### src/rtl/stereo_framer_pkg.sv
// rtl/stereo_framer_pkg.sv - shared framer constants: FSM encoding, sync byte, window depth
package stereo_framer_pkg;

    localparam logic [1:0] ST_HUNT  = 2'd0;
    localparam logic [1:0] ST_GET_L = 2'd1;
    localparam logic [1:0] ST_GET_R = 2'd2;

    localparam logic [7:0] DEFAULT_SYNC_BYTE = 8'hFF;

    localparam int WINDOW_DEPTH = 8;
    localparam int SAMPLE_W     = 8;
    localparam int WINDOW_W     = WINDOW_DEPTH * SAMPLE_W;

endpackage

### src/rtl/sample_window.sv
// rtl/sample_window.sv - 8-deep byte shift register with parallel window output
module sample_window
    import stereo_framer_pkg::*;
(
    input  logic                clk,
    input  logic                rst,
    input  logic                shift_en_i,
    input  logic [SAMPLE_W-1:0] sample_i,
    output logic [WINDOW_W-1:0] window_o
);

    logic [WINDOW_W-1:0] window_q;
    logic [WINDOW_W-1:0] window_d;

    // Newest sample enters the low byte; the oldest falls off the top.
    always_comb begin
        window_d = window_q;
        if (shift_en_i) begin
            window_d = {window_q[WINDOW_W-SAMPLE_W-1:0], sample_i};
        end
    end

    // Window register.
    always_ff @(posedge clk) begin
        if (rst) begin
            window_q <= '0;
        end else begin
            window_q <= window_d;
        end
    end

    assign window_o = window_q;

endmodule

### src/rtl/stereo_framer.sv
// rtl/stereo_framer.sv - SYNC/L/R byte-stream framer feeding two sample windows
module stereo_framer
    import stereo_framer_pkg::*;
#(
    parameter logic [7:0] SYNC_BYTE = DEFAULT_SYNC_BYTE,
    parameter int          TIMEOUT   = 1_000_000
) (
    input  logic        clk,
    input  logic        rst,
    input  logic [7:0]  data_in,
    input  logic        data_valid,
    output logic [63:0] data_left,
    output logic [63:0] data_right,
    output logic        frame_valid,
    output logic        frame_err,
    output logic        locked
);

    localparam int GAP_W = (TIMEOUT < 2) ? 1 : $clog2(TIMEOUT + 1);
    // The gap counter times out on the idle cycle that would bring it to TIMEOUT.
    localparam logic [GAP_W-1:0] GAP_LAST = GAP_W'(TIMEOUT - 1);

    logic [1:0]       state_q, state_d;
    logic [7:0]       pend_l_q, pend_l_d;
    logic [GAP_W-1:0] gap_q, gap_d;
    logic             frame_valid_q, frame_valid_d;
    logic             frame_err_q, frame_err_d;
    logic             locked_q, locked_d;

    logic             is_sync;

    assign is_sync = (data_in == SYNC_BYTE);

    // Next-state logic: framing FSM, gap timer, pulse and lock generation.
    always_comb begin
        state_d       = state_q;
        pend_l_d      = pend_l_q;
        gap_d         = gap_q;
        frame_valid_d = 1'b0;
        frame_err_d   = 1'b0;

        case (state_q)
            ST_HUNT: begin
                gap_d = '0;
                if (data_valid && is_sync) begin
                    state_d = ST_GET_L;
                end
            end
            ST_GET_L, ST_GET_R: begin
                if (data_valid) begin
                    // A byte arriving on the timeout cycle is still accepted.
                    gap_d = '0;
                    if (is_sync) begin
                        // Unexpected sync restarts the frame.
                        frame_err_d = 1'b1;
                        pend_l_d    = '0;
                        state_d     = ST_GET_L;
                    end else if (state_q == ST_GET_L) begin
                        pend_l_d = data_in;
                        state_d  = ST_GET_R;
                    end else begin
                        frame_valid_d = 1'b1;
                        pend_l_d      = '0;
                        state_d       = ST_HUNT;
                    end
                end else if (gap_q >= GAP_LAST) begin
                    frame_err_d = 1'b1;
                    pend_l_d    = '0;
                    gap_d       = '0;
                    state_d     = ST_HUNT;
                end else begin
                    gap_d = gap_q + 1'b1;
                end
            end
            default: begin
                state_d  = ST_HUNT;
                pend_l_d = '0;
                gap_d    = '0;
            end
        endcase

        locked_d = locked_q;
        if (frame_err_d) begin
            locked_d = 1'b0;
        end else if (frame_valid_d) begin
            locked_d = 1'b1;
        end
    end

    // Control and status registers.
    always_ff @(posedge clk) begin
        if (rst) begin
            state_q       <= ST_HUNT;
            pend_l_q      <= '0;
            gap_q         <= '0;
            frame_valid_q <= 1'b0;
            frame_err_q   <= 1'b0;
            locked_q      <= 1'b0;
        end else begin
            state_q       <= state_d;
            pend_l_q      <= pend_l_d;
            gap_q         <= gap_d;
            frame_valid_q <= frame_valid_d;
            frame_err_q   <= frame_err_d;
            locked_q      <= locked_d;
        end
    end

    // Both windows shift together on the R byte, so they always stay paired.
    sample_window u_win_left (
        .clk        (clk),
        .rst        (rst),
        .shift_en_i (frame_valid_d),
        .sample_i   (pend_l_q),
        .window_o   (data_left)
    );

    sample_window u_win_right (
        .clk        (clk),
        .rst        (rst),
        .shift_en_i (frame_valid_d),
        .sample_i   (data_in),
        .window_o   (data_right)
    );

    assign frame_valid = frame_valid_q;
    assign frame_err   = frame_err_q;
    assign locked      = locked_q;

endmodule

### config.mk
export PLATFORM = sky130hd
export DESIGN_NAME = stereo_framer
export DESIGN_NICKNAME = d
export VERILOG_FILES = /design/src/rtl/stereo_framer_pkg.sv /design/src/rtl/sample_window.sv /design/src/rtl/stereo_framer.sv
export SDC_FILE = /design/constraint.sdc
export NUM_CORES = 1
export LEC_CHECK = 0
export BUFFER_PORTS_ARGS = -buffer_cell sky130_fd_sc_hd__buf_2
export CORE_MARGIN = 8
export CORE_UTILIZATION = 40
export CTS_CLUSTER_SIZE = 14
export DETAILED_ROUTE_END_ITERATION = 6
export REMOVE_ABC_BUFFERS = 1
export SLEW_MARGIN = 40
export SYNTH_ARGS = -nofsm -noshare
export SYNTH_HDL_FRONTEND = slang
export SYNTH_SLANG_ARGS = --single-unit
### constraint.sdc
create_clock -name clk -period 2.75 [get_ports clk]
set_input_delay 0.275 -clock clk [delete_from_list [all_inputs] [get_ports clk]]
set_output_delay 0.275 -clock clk [all_outputs]
set_load 0.02 [all_outputs]
-- Word-level counts from Yosys, hierarchy flattened
Cells that the tools add are included.
- bits in registers: 161
- bits of input ports: 11
- output and inout port bits: 131
- equal/unequal tests: 5
- mux-type cells: 19
- bitwise gates (word level): 2
- reductions and logical operators: 7
- add/subtract/negate cells: 1
- order comparisons: 1
- operators with widths (kind ; number):
    two-way mux 8 bit ; 4
    adder 20 x 1 -> 20 bit, second input constant ; 1
    >= comparator 20 bit, second input constant ; 1
    case mux 8 bit (2 select lines) ; 1
    two-way mux 2 bit ; 5
    == test 8 bit, second input constant ; 1
    two-way mux 1 bit ; 8
    case mux 2 bit (2 select lines) ; 1
    AND reduction 2 bit ; 2
    OR reduction 2 bit ; 2
    OR reduction 4 bit ; 1
    != test 3 bit, second input constant ; 1
    == test 2 x 1 -> 1 bit, second input constant ; 1
    == test 2 bit, second input constant ; 1
    zero test 2 bit ; 1
    != test 2 bit, second input constant ; 1
    inverter 1 bit ; 2
    logical AND 1 bit ; 1

-- Longest topological paths before layout
- depth in word-level cells: 5
- depth in mapped cells: 8
- mapped depth without buffers: 7

-- Cells and area by module
A second synthesis with hierarchy kept.
- cells, all modules: 582
- area total of the unflattened synthesis: 6100.9 µm²
- modules (own cells, without submodules) (module ; seq. area each (µm²) ; times used ; cells an instance ; area each (µm²)):
    sample_window ; 1281.2 ; 2 ; 206 ; 2290.9
    stereo_framer ; 660.6 ; 1 ; 170 ; 1519.0

-- Worst setup path before layout
Ideal clock, no wire load.
- path kind: flip-flop to flip-flop
- start point: reg state_q[0]
- end point: reg pend_l_q[0]
- stages on the path, launching flop included: 7
- arrival time: 1.887 ns
- period minus slack after synthesis: 1.946 ns
- path slack: 0.804 ns
- path through: dfxtp_1 inv_1 ha_1 nand2_1 or4b_2 nor2_1 a22o_1
- word-level cells in the longest chain between the ends: 5
- elaborated cells on any way between the ends: 11
- those cells by class: eq/ne (3); mux (4); bitwise (1); reduce/logical (3)
- RTL lines (item ; line ; source):
    from (decl) ; stereo_framer.sv:23 ; logic [1:0] state_q, state_d;
    from (signal assigned) ; stereo_framer.sv:100 ; state_q <= state_d;
    == test 2 x 1 -> 1 bit ; stereo_framer.sv:42, stereo_framer.sv:58 ;
    two-way mux 8 bit ; stereo_framer.sv:58 ; end else if (state_q == ST_GET_L) begin
    two-way mux 8 bit ; stereo_framer.sv:53 ; if (is_sync) begin
    two-way mux 8 bit ; stereo_framer.sv:50 ; if (data_valid) begin
    case mux 8 bit (2 select lines) ; stereo_framer.sv:42 ; case (state_q)
    to (signal assigned) ; stereo_framer.sv:101 ; pend_l_q <= pend_l_d;
    to (decl) ; stereo_framer.sv:24 ; logic [7:0] pend_l_q, pend_l_d;
Parallel ways exist; a longest one is shown, timed or not.
A chain may end at the register's enable or synchronous reset.

-- Final worst setup path
- start point: reg state_q[0]
- end point: reg pend_l_q[4]
Same word-level chain as after synthesis.

==> summary.txt <==
Worst setup path
  – R2R depth: 6
  – CP Cell Sequence: inv_1 -> ha_1 -> nand2_1 -> or4b_2 -> nor2_1 -> a22o_1
  – R2r startpoint: state_q[0]
  – Worst path required time: 3.11 ns
  – CP Capture Type: flip-flop
  – Critical path arrival: 2.56 ns
  – Max Fanout on Critical Path: 8
  – CP Launch Point: state_q[0]
  – Slowest cell on the critical path: or4b_2
  – CP peak stage delay: 0.67 ns
  – Startpoint Class: flip-flop
  – Crit path kind: flip-flop to flip-flop
  – Worst reg2reg path endpoint: pend_l_q[4]
  – Reg2Reg Setup Slack: 0.55 ns

Clock tree
  – Reg clk slew, reported paths: 0.06 ns
  – Post-CTS setup buffers: 0
  – CTS max path bufs: 2
  – CTS-repair resized insts: 0
  – Clock insertion delay at the later pin of the skew report: 0.41 ns
  – CTS tree: built
  – Hold buffer count at cts: 0
  – H-tree depth: 4
  – Total CTS buffers: 17
  – Root buf cell: clkbuf_16
  – Sink Count: 161

Finish
  – Share of layout cells above drive strength 1: 0.222
  – Area growth from synthesis to layout: 25.7%
  – Finished Layout Cells: 1,029
  – Most common cell after layout, fill and taps aside: nand2_1
  – Fillers: 1,363
  – Most frequent cells in the layout: nand2_1, dfxtp_1, buf_2
  – Finished Core Util: 0.507
  – Layout net count: 846

Drt
  – DRC viols: 0
  – Detail Route Antenna Nets: 0
  – DRT Pass-1 Iters: 4
  – Vias: 4,965
  – DRT iter0 DRCs: 294
  – Drt wl/cell: 13.9 um
  – Total Routed Length: 14,300 um
  – Via-per-instance ratio: 4.83

Floorplan
  – Die Span Y: 136 um
  – Starting Density: 0.403
  – Die area: 0.0185 mm2
  – Rows: 44
  – Die width: 136 um
  – Num ports: 142
  – Core area: 0.0143 mm2

Yosys
  – Cell variety after synth: 36
  – Xor/xnor share of the synthesized area: 0.0258
  – Syn avg cell area: 8.13 um2
  – Post-Synth Adder-Cell Area: 0.00867
  – Post-synthesis mux area share: 0
  – Synth warn: 0
  – Post-Syn Area: 0.00577 mm2
  – FF+latch count, synth: 161
  – Simple-gate share of the synthesized area: 0.227
  – Post-synth ARST share: 0
  – Seq/Total Area, Yosys: 0.558
  – Post-synth top flop: dfxtp_1
  – Synth Instances: 710
  – Number of synthesized flops with an enable pin: 0
  – Main combinational cell family by area after synthesis: simple AND/OR/NAND/NOR gates
  – Compound-Gate Fraction of Synth Area: 0.143

Global routing
  – Met1 Resource Use GR: 0.177
  – Gr usage total: 0.150
  – Met2 Resource Use GR: 0.249
  – Via count of the first global-routing pass: 4,527
  – Busiest layer in global routing: met2
  – First-pass GRT wire length: 22,300 um
  – Largest net degree at the start of global routing: 81
  – Grt met3 use: 0.0432
  – Initial antenna violation count: 1
  – Grt total ovfl: 0

Hold path
  – Hold Crit Start: data_in[2]
  – Hold Crit Endpoint: pend_l_q[2]
  – Hold Path Depth: 2
  – Hold WC Path Type: input pin to flip-flop

Power and ir drop
  – Power Dens Cells: 678 mW/mm2
  – Total power: 4.92 mW
  – Worst VDD drop: 0.398 mV
  – LEAKAGE: 2.89 nW

Timing
  – Max Slew Vio Count: 0
  – F_max: 454 MHz
  – Slew of the pin with the lowest slew margin: 0.752 ns
  – Final hold viol count: 0
  – Final setup margin: 0.550 ns
  – Setup violators final: 0
  – Fin crit share: 0.800
  – Final setup skew: 0.00530 ns
  – Unrepaired setup endpoints after global routing: false
  – Crit path time final: 2.20 ns
  – Slew margin rel.: 0.498

Placement
  – Place WS: 0.567 ns
  – Gpl congestion: 0.814
  – Dpl hpwl: 9700 um
  – Number of buffers inserted by port buffering: 141
  – Cells after DPL: 996

Outcome
  – Status: finished clean

Flow run
  – Max Cap Viol: 0
## registers in the layout (all words and copies together), names as in the netlist
signal,flops
frame_err,1
frame_valid,1
gap_q,20
locked,1
pend_l_q,8
state_q,2
u_win_left.window_o,64
u_win_right.window_o,64
## cells in the mapped netlist, types with 7 or more instances
library cell	number	area (um2)
xor2_1	10	87.6
a22o_1	8	70.1
nand3_1	9	45.0
xnor2_1	7	61.3
nor2_1	27	101
inv_1	8	30.0
dfxtp_1	161	3220
clkbuf_1	39	146
nand2_1	265	995
nor3_1	8	40.0
a21oi_1	128	641
## critical path: cells and delay by family (launching register included)
family	cells	cell delay (ns)
AO/OA/AOI/OAI	1	0.22
adder cells (fa/ha/maj)	1	0.31
buffers and inverters	1	0.07
flip-flops	1	0.36
AND/OR/NAND/NOR	3	1.19
## power breakdown
group          total (mW)  internal [mW]  switching, mW
combinational      0.0569         0.0104         0.0465
sequential           2.33           2.33       0.000131
clock                2.53           1.63          0.897
## logic make-up after synthesis
logic type                 count (synthesis)
AOI/OAI and AO/OA                        148
adders and majority gates                  4
DFF                                      161
and+or+nand+nor                          327
xor gates and xnor gates                  17
buffers and inverters                     53
## through the flow
| step | TNS (ns) | hold slack [ns] | cell area, um2 |
|---|---|---|---|
| after CTS | 0 | 0.0907 | 7250 |
| after global routing | 0 | 0.116 | 7250 |
| after global placement | 0 | 0.439 | 6610 |
| final | 0 | 0.118 | 7260 |
| after detailed placement | 0 | 0.448 | 6610 |
| after floorplan | -617.65 | 0.344 | 5590 |
## worst max-delay path by stage
stage,to
after floorplan,locked
after detailed placement,pend_l_q[7]
after global routing,pend_l_q[0]
after CTS,pend_l_q[4]
final,pend_l_q[4]
after global placement,pend_l_q[4]
## final cells by class
class	instances	area (um2)	area share
diodes	1	2.50	0.000345
clock buffers	22	494	0.0681
clock inverters	10	154	0.0212
inverters	8	30.0	0.00414
multi-input cells	496	2340	0.323
flip-flops and latches	161	3220	0.444
well taps	184	230	0.0317
repair buffers	147	778	0.107
## per-layer routing
metal / vias up / wire (um)
li1: 2560 / -
met1: 2293 / 6300
met2: 97 / 6930
met3: 15 / 870
met4: 0 / 193
met5: - / 0
(Power assumes the default switching activity.)
